--- config.mk ---
export PLATFORM = sky130hd
export DESIGN_NAME = i2c_master_arbiter
export DESIGN_NICKNAME = d
export VERILOG_FILES = /design/src/rtl/i2c_master_arbiter.sv
export SDC_FILE = /design/constraint.sdc
export NUM_CORES = 1
export LEC_CHECK = 0
export ABC_CLOCK_PERIOD_IN_PS = 3000
export BUFFER_PORTS_ARGS = -buffer_cell sky130_fd_sc_hd__buf_2
export CORE_ASPECT_RATIO = 1.1
export CORE_MARGIN = 2
export CORE_UTILIZATION = 45
export CTS_CLUSTER_DIAMETER = 50
export DETAILED_ROUTE_END_ITERATION = 12
export GPL_TIMING_DRIVEN = 0
export PLACE_DENSITY_LB_ADDON = 0.08
export SLEW_MARGIN = 20
export SYNTH_ARGS = -nofsm -noshare
export SYNTH_HDL_FRONTEND = slang
export SYNTH_SLANG_ARGS = --single-unit
--- constraint.sdc ---
create_clock -name clk -period 3 [get_ports clk]
set_input_delay 0.6 -clock clk [delete_from_list [all_inputs] [get_ports clk]]
set_output_delay 0.6 -clock clk [all_outputs]
set_load 0.02 [all_outputs]
--- src/rtl/i2c_master_arbiter.sv ---
// Two-requester round-robin arbiter that serialises transactions onto one shared I2C master.
// Optional WAIT watchdog enabled by defining I2C_ARB_TIMEOUT_EN (abort after TIMEOUT_CYC cycles).
module i2c_master_arbiter #(
  parameter int TIMEOUT_CYC = 4096
) (
  input  logic       clk,
  input  logic       rst,
  input  logic [1:0] req,
  input  logic [1:0] req_wr,
  input  logic [6:0] req_addr0,
  input  logic [6:0] req_addr1,
  input  logic [7:0] req_din0,
  input  logic [7:0] req_din1,
  output logic [1:0] gnt,
  output logic [1:0] rsp_valid,
  output logic [7:0] rsp_data,
  output logic       rsp_err,
  output logic       busy,
  output logic       m_start,
  output logic       m_wr,
  output logic [6:0] m_addr,
  output logic [7:0] m_din,
  input  logic       m_done,
  input  logic [7:0] m_dout,
  input  logic       m_nack
);

  localparam logic [2:0] S_IDLE  = 3'd0;
  localparam logic [2:0] S_ISSUE = 3'd1;
  localparam logic [2:0] S_WAIT  = 3'd2;
  localparam logic [2:0] S_RESP  = 3'd3;

  if ((TIMEOUT_CYC < 2) || (TIMEOUT_CYC > 65535)) begin : g_bad_timeout
    $error("TIMEOUT_CYC out of range 2..65535");
  end

  logic [2:0] r_state;
  logic [1:0] r_gnt;
  logic [1:0] r_rsp_valid;
  logic [7:0] r_rsp_data;
  logic       r_rsp_err;
  logic       r_owner;
  logic       r_last;
  logic       r_m_start;
  logic       r_m_wr;
  logic [6:0] r_m_addr;
  logic [7:0] r_m_din;
  logic       w_sel;
  logic       w_tmo;

  // On contention the requester that did not win last time is chosen.
  assign w_sel = (req == 2'b11) ? ~r_last : req[1];

`ifdef I2C_ARB_TIMEOUT_EN
  logic [15:0] r_tmo_cnt;

  assign w_tmo = (r_tmo_cnt == 16'(TIMEOUT_CYC - 1));

  always_ff @(posedge clk or negedge rst) begin
    if (!rst) begin
      r_tmo_cnt <= '0;
    end else if (r_state == S_ISSUE) begin
      r_tmo_cnt <= '0;
    end else if ((r_state == S_WAIT) && !m_done && !w_tmo) begin
      r_tmo_cnt <= r_tmo_cnt + 16'd1;
    end
  end
`else
  assign w_tmo = 1'b0;
`endif

  always_ff @(posedge clk or negedge rst) begin
    if (!rst) begin
      r_state     <= S_IDLE;
      r_gnt       <= '0;
      r_rsp_valid <= '0;
      r_rsp_data  <= '0;
      r_rsp_err   <= 1'b0;
      r_owner     <= 1'b0;
      r_last      <= 1'b1;
      r_m_start   <= 1'b0;
      r_m_wr      <= 1'b0;
      r_m_addr    <= '0;
      r_m_din     <= '0;
    end else begin
      r_gnt       <= '0;
      r_rsp_valid <= '0;
      r_m_start   <= 1'b0;
      case (r_state)
        S_IDLE: begin
          if (|req) begin
            r_owner  <= w_sel;
            r_gnt    <= w_sel ? 2'b10 : 2'b01;
            r_m_wr   <= req_wr[w_sel];
            r_m_addr <= w_sel ? req_addr1 : req_addr0;
            r_m_din  <= w_sel ? req_din1 : req_din0;
            r_state  <= S_ISSUE;
          end
        end
        S_ISSUE: begin
          r_m_start <= 1'b1;
          r_state   <= S_WAIT;
        end
        S_WAIT: begin
          // A completion in the same cycle as the watchdog expiry takes precedence.
          if (m_done) begin
            r_rsp_data  <= r_m_wr ? 8'h00 : m_dout;
            r_rsp_err   <= m_nack;
            r_rsp_valid <= r_owner ? 2'b10 : 2'b01;
            r_state     <= S_RESP;
          end else if (w_tmo) begin
            r_rsp_data  <= 8'h00;
            r_rsp_err   <= 1'b1;
            r_rsp_valid <= r_owner ? 2'b10 : 2'b01;
            r_state     <= S_RESP;
          end
        end
        S_RESP: begin
          r_last  <= r_owner;
          r_state <= S_IDLE;
        end
        default: r_state <= S_IDLE;
      endcase
    end
  end

  assign gnt       = r_gnt;
  assign rsp_valid = r_rsp_valid;
  assign rsp_data  = r_rsp_data;
  assign rsp_err   = r_rsp_err;
  assign busy      = (r_state != S_IDLE);
  assign m_start   = r_m_start;
  assign m_wr      = r_m_wr;
  assign m_addr    = r_m_addr;
  assign m_din     = r_m_din;

endmodule

Word level (Yosys, flattened, before mapping)

Cells that the tools add are included.

Equal/unequal tests: 6
Muxes and demuxes: 16
Reductions and logical operators: 6
$lt $le $gt $ge: 1
Bitwise logic cells: 1

Operators with widths:

| operator                                            | count |
|---|---|
| 2-to-1 mux 8 bit                                    | 2 |
| 2-to-1 mux 2 bit                                    | 6 |
| one-hot mux 3 bit (3 select lines)                  | 1 |
| 2-to-1 mux 7 bit                                    | 1 |
| == test 3 x 2 -> 1 bit (second input constant)      | 2 |
| 2-to-1 mux 3 bit                                    | 2 |
| AND reduction 2 bit                                 | 3 |
| 2-to-1 mux 1 bit                                    | 4 |
| != test 2 bit (second input constant)               | 2 |
| == test 3 x 1 -> 1 bit (second input constant)      | 1 |
| logical NOT 3 bit                                   | 1 |
| nonzero test 3 bit                                  | 1 |
| == test 2 bit (second input constant)               | 1 |
| < comparator 1 x 2 -> 1 bit (second input constant) | 1 |
| OR reduction 2 bit                                  | 1 |
| inverter 1 bit                                      | 1 |

Bits of input ports: 46
Flip-flop bits (word level): 35

Longest topological paths before layout

Gate-level depths: netlist (run 1).

Depth after elaboration: 5
Gate-level depth with buffers: 6

Worst setup path before layout (run 1)

Ideal clock, no wire load.

Path kind: reg-to-reg
Start point: register r_state[0]
End point: register r_state[1]
Period minus slack after synthesis: 1.514 ns
Arrival: 1.388 ns
Slack: 1.486 ns
Buffers on the path: 0
Stages on the path, launching flop included: 6
Library setup time: 0.125 ns
Cells stage by stage: dfrtp_1 -> inv_1 -> ha_1 -> inv_2 -> o32a_1 -> mux2_4

Cells in the longest elaborated chain, start to end: 3
Elaborated cells on any way between the ends: 7

RTL lines:

| what                                                               | RTL line | RTL |
|---|---|---|
| start, declared                                                    | 37       | `logic [2:0] r_state;` |
| start signal, assigned                                             | 74       | `r_state <= S_IDLE;` |
| start signal, assigned                                             | 97       | `r_state <= S_ISSUE;` |
| start signal, assigned                                             | 102      | `r_state <= S_WAIT;` |
| == test 3 x 2 -> 1 bit / logical NOT 3 bit (equally long branches) | 89       | `case (r_state)` |
| != test 2 bit (no source line)                                     | -        |  |
| AND reduction 2 bit (no source line)                               | -        |  |

Several ways; a longest one is shown, not always the timed one.
A chain may end at the register's enable or synchronous reset.

Final worst setup path (run 1)

Start point: register r_state[0]
End point: output busy

Cells in the longest elaborated chain, start to end: 1

RTL lines:

| what               | RTL line | RTL |
|---|---|---|
| nonzero test 3 bit | 131      | `assign busy = (r_state != S_IDLE);` |
| end, declared      | 18       | `output logic busy,` |

No other way between the ends.

==> results of run 1 <==
-- through the flow --
stage | util (%) | std cells | instance area [um^2]
2_1_floorplan | - | 151 | 1499
3_3_place_gp | 61.99 | 261 | 1922
3_5_place_dp | 61.99 | 261 | 1922
4_1_cts | 63.56 | 269 | 1971
5_1_grt | 63.56 | 269 | 1971
6_report | 63.56 | 269 | 1971
-- cell families after synthesis --
group | count (synthesis) | share of synthesized area, %
compound gates | 47 | 18.20
fa+ha+maj | 4 | 3.339
buf+inv | 10 | 4.340
flops | 34 | 56.84
mux | 3 | 2.504
simple gates | 53 | 14.78
-- metal layers --
metal / wire length [um] / global-route usage, % / share of wire [%]
met1: 1347 / 21.24 / 40
met2: 1667 / 31.25 / 50
met3: 243 / 5.589 / 7.3
met4: 68 / 8.523 / 2.0
met5: 0 / 0 / 0
-- critical path, delay by kind of cell (launching register included) --
kind       cells  cell delay (ns)
flops          1             0.41
buf+inv        3             0.32
fa+ha+maj      1             0.26
-- flip-flops by register name (all words and copies together), names as in the netlist --
name / flops
m_din: 8
rsp_valid: 2
m_addr: 7
r_owner: 1
r_last: 1
r_state: 2
rsp_data: 8
rsp_err: 1
gnt: 2
m_wr: 1
m_start: 1
-- layout make-up --
cell class | count | area (um^2)
inverter | 4 | 15.01
sequential | 34 | 852.1
buffer | 6 | 50.05
multi-input combinational | 107 | 581.8
fill | 300 | 1130
clock buffer | 8 | 48.80
tap | 34 | 42.54
timing repair buffer | 76 | 380.4
-- synthesized netlist by cell type --
master,count
a21o_1,1
buf_6,3
o21a_2,1
and3_1,1
o22a_1,1
o21ai_0,8
clkbuf_1,1
inv_1,3
nand2b_1,8
buf_4,1
dfstp_2,1
o32a_1,1
mux2_4,1
a21bo_2,1
inv_2,1
dfrtp_1,33
nand2_1,25
ha_1,4
nor2_1,19
mux2_2,2
buf_2,1
a21oi_1,32
a21boi_4,1
o21ai_2,1
-- power breakdown --
group          total [mW]  switching [mW]  internal (mW)
logic               0.959           0.582          0.377
registers           0.780           0.118          0.662
clock network       0.231           0.138         0.0933
-- worst paths after layout --
| path | to | from | slack, ns | depth (start not counted) |
|---|---|---|---|---|
| max | busy | r_state[0]$_DFFE_PN0P_ | 1.10 | 4 |
| min | rsp_data[0]$_DFFE_PN0P_ | rst | 0.30 | 1 |
| max reg2reg | rsp_data[4]$_DFFE_PN0P_ | r_state[0]$_DFFE_PN0P_ | 1.41 | 6 |
| min reg2reg | rsp_data[3]$_DFFE_PN0P_ | rsp_data[3]$_DFFE_PN0P_ | 0.48 | 2 |
| max in group asynchronous | m_addr[4]$_DFFE_PN0P_ | rst | 2.23 | 1 |
| min in group clk | rsp_data[3]$_DFFE_PN0P_ | rsp_data[3]$_DFFE_PN0P_ | 0.48 | 2 |
==> impl_metrics.json, run 1 <==
{
  "syn-num-nets": 201,
  "crit_slowest_cell": "dfrtp_1",
  "antenna_cells": 0,
  "place_congestion": 0.7275,
  "skew_ns": 0.01052,
  "antenna_found_initial": 0,
  "synth-seq-cells": 34,
  "drc": 0,
  "root_buffer": "clkbuf_4",
  "synth_area_um2": 1499,
  "most-common-layout-cells": "buf_2, dfrtp_1, a21oi_1, nand2_1, nor2_1",
  "htreeDepth": 2,
  "rsz0062_at_grt": "no",
  "power.density_nw_per_um2": 999.4,
  "globalRouteOverflowTotal": 0,
  "start_kind": "flop",
  "layout-drive-gt1-share_pct": 40.43,
  "ir_drop_mv": 0.4373,
  "required_ns": 2.40,
  "vias": 1371,
  "status": "completed",
  "arrival_ns": 1.30,
  "hold_viol_final": 0,
  "drv_slew": 0,
  "areaGrowthSynthToFinish_pct": 31.47,
  "cp-end-kind": "output port",
  "wl_per_cell_um": 12.37,
  "grt_pass1_vias": 1217,
  "crit_type": "reg -> out",
  "yosysWarnings": 0,
  "grt_pass1_wl_mm": 5.257,
  "dieHeight_um": 64.53,
  "drt_iter0_markers": 62,
  "worstMarginPinSlew_ns": 0.7095,
  "via_per_inst": 5.097,
  "cts_buffers": 5,
  "worst_slack_ns": 1.096,
  "dieArea_um2": 3809,
  "place_hpwl_mm": 2.488,
  "p_leak_nw": 1.046,
  "cts_tree": "yes",
  "min-delay-path-class": "in -> async",
  "yosysTopAreaCell": "dfrtp_1",
  "cts_num_sinks": 34,
  "timing.hold.ws_ns": 0.3015,
  "synth_top_area_share_pct": 55.09,
  "seq_area_frac_synth_pct": 56.84,
  "cts-resized-gates": 0,
  "cts_setup_buffers": 0,
  "period_share_pct": 63.47,
  "firstDrtPassIters": 4,
  "clkSlewWorstSetupHoldPaths_ns": 0.10,
  "drv_cap": 0,
  "max_freq_mhz": 525.2,
  "drtAntennaViolNets": 0,
  "initial_core_util_pct": 48.35,
  "finalSetupViolCount": 0,
  "routed_wl_mm": 3.327,
  "top_level_ports": 77,
  "max_stage_delay_ns": 0.41,
  "insertion_delay_ns": 0.33,
  "path_max_fanout": 4,
  "nNetsFinal": 284,
  "numPortBuffers": 76,
  "setup_tns_ns": 0,
  "syn-instance-count": 151,
  "synth.area.top_cells": "dfrtp_1, a21oi_1, nand2_1",
  "synthDistinctLibCells": 24,
  "hold_buffers": 0,
  "die_width_um": 59.03,
  "grtUsageTotal_pct": 18.56,
  "p_total_mw": 1.969,
  "core_um2": 3100,
  "clock_path_buffers": 2,
  "crit_chain": "inv_1 -> ha_1 -> inv_2 -> buf_2",
  "syn_avg_cell_area_um2": 9.927,
  "grt_max_degree": 35,
  "core.rowCount": 21,
  "place_ws_ns": 1.360,
  "maxSlewHeadroom_pct": 52.70,
  "period_needed_ns": 1.904,
  "layout_commonest_cell": "buf_2"
}
Power figures use the tool's default switching activity.
==> run 2, diff against run 1 <==
--- a/config.mk
+++ b/config.mk
@@ -5,11 +5,12 @@
 export SDC_FILE = /design/constraint.sdc
 export NUM_CORES = 1
 export LEC_CHECK = 0
-export ABC_CLOCK_PERIOD_IN_PS = 3000
+export ABC_AREA = 1
+export ABC_CLOCK_PERIOD_IN_PS = 1570
 export BUFFER_PORTS_ARGS = -buffer_cell sky130_fd_sc_hd__buf_2
 export CORE_ASPECT_RATIO = 1.1
 export CORE_MARGIN = 2
-export CORE_UTILIZATION = 45
+export CORE_UTILIZATION = 42
 export CTS_CLUSTER_DIAMETER = 50
 export DETAILED_ROUTE_END_ITERATION = 12
 export GPL_TIMING_DRIVEN = 0
==> constraint.sdc (replaced) <==
create_clock -name clk -period 1.57 [get_ports clk]
set_input_delay 0.314 -clock clk [delete_from_list [all_inputs] [get_ports clk]]
set_output_delay 0.314 -clock clk [all_outputs]
set_load 0.02 [all_outputs]
==> run 2 against run 1 <==
Net effect: count of clock-buffer cells in the layout is 1 lower; cell count grew 31%; utilization is 5.8 points lower; design area up 14%; combinational power is 120% higher; register-to-register slack got worse by 1.2 ns; power rose by 110%; clock power rose to 2.8 times the previous value; critical endpoint unchanged; worst hold slack worse by 0.20 ns; highest routed layer unchanged; sequential share of layout area shrank 5.4 points; critical path depth unchanged; critical path type unchanged.
==> impl_metrics.json, run 2 <==
{
  "finish.utilization_pct": 57.76,
  "core.rowCount": 24,
  "grt_max_degree": 35,
  "path_max_fanout": 4,
  "p_leak_nw": 1.380,
  "dp_cells": 342,
  "crit_slowest_cell": "dfrtp_1",
  "synth-seq-cells": 34,
  "synth.area.top_cells": "dfrtp_1, nand2_1, nand3_1",
  "seq_area_frac_synth_pct": 50.48,
  "top_level_ports": 77,
  "crit_chain": "inv_1 -> ha_4 -> inv_2 -> buf_2",
  "syn-instance-count": 214,
  "htreeDepth": 2,
  "cp_top_family": "flip-flops",
  "wl_per_cell_um": 10.31,
  "nNetsFinal": 349,
  "crit_type": "reg -> out",
  "layout_commonest_cell": "buf_2",
  "period_share_pct": 94.76,
  "synthDistinctLibCells": 19,
  "reg2reg_from": "r_state[1]$_DFFE_PN0P_",
  "yosysTopAreaCell": "dfrtp_1",
  "syn_avg_cell_area_um2": 7.887,
  "status": "completed",
  "worst_slack_ns": 0.08220,
  "ff2ff_path_depth": 6,
  "drv_slew": 0,
  "cts_num_sinks": 34,
  "drt_iter0_markers": 49,
  "worstMarginPinSlew_ns": 0.7347,
  "required_ns": 1.26,
  "via_per_inst": 4.489,
  "clkSlewWorstSetupHoldPaths_ns": 0.06,
  "root_buffer": "clkbuf_8",
  "setup_tns_ns": 0,
  "synth_area_um2": 1688,
  "synth-edff-count": 0,
  "vias": 1580,
  "max_freq_mhz": 672.1,
  "yosysWarnings": 0,
  "nFillCells": 387,
  "antenna_found_initial": 0,
  "rsz0062_at_grt": "no",
  "routed_wl_mm": 3.630,
  "maxSlewHeadroom_pct": 51.02,
  "place_congestion": 0.7814,
  "hold_viol_final": 0,
  "clock_path_buffers": 2,
  "synth.most_common_cell": "nand2_1",
  "r2r_slack_ns": 0.20,
  "arrival_ns": 1.17,
  "synthTopCellsByCount": "nand2_1, inv_1, nand3_1",
  "timing.hold.ws_ns": 0.09741,
  "numPortBuffers": 76,
  "placed_cell_area_um2": 2133,
  "synth_top_area_share_pct": 48.93,
  "most-common-layout-cells": "buf_2, nand2_1, inv_1, nand3_1, dfrtp_1",
  "stdcell_area_um2": 2255,
  "worst-path-buf-inv": 3,
  "core_um2": 3904,
  "drc": 0,
  "hold_buffers": 0,
  "globalRouteOverflowTotal": 0,
  "async_flop_share_pct": 100.0,
  "final_cells": 352,
  "cp-end-kind": "output port",
  "areaGrowthSynthToFinish_pct": 33.58,
  "antenna_cells": 0,
  "cts_tree": "yes",
  "synth_ff_type": "dfrtp_1",
  "skew_ns": 0.002393,
  "reg2reg_to": "rsp_data[2]$_DFFE_PN0P_",
  "finalSetupViolCount": 0,
  "power.density_nw_per_um2": 1874,
  "die_width_um": 64.45,
  "place_hpwl_mm": 2.660,
  "cts_buffers": 5,
  "period_needed_ns": 1.488,
  "drtAntennaViolNets": 0,
  "grtUsageTotal_pct": 17.10,
  "initial_core_util_pct": 43.24,
  "ir_drop_mv": 0.7196,
  "grt_pass1_vias": 1488,
  "syn-num-nets": 264,
  "insertion_delay_ns": 0.28,
  "p_total_mw": 4.224,
  "dieHeight_um": 70.49,
  "firstDrtPassIters": 4,
  "min-delay-path-class": "in -> async",
  "drv_cap": 0,
  "max_stage_delay_ns": 0.38,
  "grt_pass1_wl_mm": 6.175,
  "dieArea_um2": 4542,
  "start_kind": "flop",
  "place_ws_ns": 0.09914,
  "layout-drive-gt1-share_pct": 34.00
}
[run 2: cell count changes in the layout (fill, tap and decap cells not counted), sizes merged, moves of 2 or more]
cell | previous run | this run
nand2 | 25 | 77
nand3 | 0 | 35
mux2 | 3 | 0
nor2 | 19 | 6
nand2b | 8 | 0
clkbuf | 9 | 7
buf | 81 | 85
inv | 4 | 38
a21oi | 32 | 2
[run 2: what timing repair did]
action | in CTS | in global routing
pin swaps | 0 | 0
resized for setup | 1 | 2
setup buffers | 2 | 0
endpoints found under the hold margin | 0 | 0
endpoints found under the setup margin | 1 | 8
[run 2: cell type report]
cell class | count | area (um^2) | share of cell area (%)
Clock buffer | 7 | 86.33 | 3.829
Buffer | 7 | 56.30 | 2.497
Clock inverter | 1 | 5.005 | 0.2220
Sequential cell | 34 | 852.1 | 37.79
Tap cell | 52 | 65.06 | 2.886
Timing Repair Buffer | 78 | 395.4 | 17.54
Multi-Input combinational cell | 135 | 651.9 | 28.91
Inverter | 38 | 142.6 | 6.326
[run 2: how the worst max path moves through the flow]
stage | slack [ns] | depth (start not counted) | end | startpoint
floorplan | 0.24 | 7 | m_wr$_DFFE_PN0P_ | r_state[0]$_DFFE_PN0P_
global placement | 0.11 | 6 | rsp_data[1]$_DFFE_PN0P_ | r_state[0]$_DFFE_PN0P_
detailed placement | 0.1 | 7 | m_din[7]$_DFFE_PN0P_ | r_state[0]$_DFFE_PN0P_
CTS | 0.03 | 4 | busy | r_state[0]$_DFFE_PN0P_
global route | 0.02 | 4 | busy | r_state[0]$_DFFE_PN0P_
finish | 0.08 | 4 | busy | r_state[0]$_DFFE_PN0P_
[run 2: metal layers]
layer	wire (um)	track usage, %	share of wire [%]	vias up
met3	219	4.187	6.0	2
met4	19	4.255	0.52	0
met1	1619	21.49	45	715
met2	1771	29.40	49	44
met5	0	0	0	-
li1	-	-	-	819
[run 2: cell families (layout without fill, tap and decap cells)]
| group | count (synthesis) | in the layout | share of synthesized area, % |
|---|---|---|---|
| fa+ha+maj | 4 | 4 | 2.965 |
| compound gates | 12 | 12 | 4.225 |
| simple gates | 119 | 119 | 30.54 |
| flops | 34 | 34 | 50.48 |
| buf+inv | 45 | 131 | 11.79 |
[run 2: report_power, final]
part / total (mW) / leakage (nW) / internal (mW) / switching, mW
combinational: 2.09 / 0.907 / 0.761 / 1.33
clock: 0.648 / 0.0482 / 0.353 / 0.294
sequential: 1.49 / 0.425 / 1.30 / 0.191
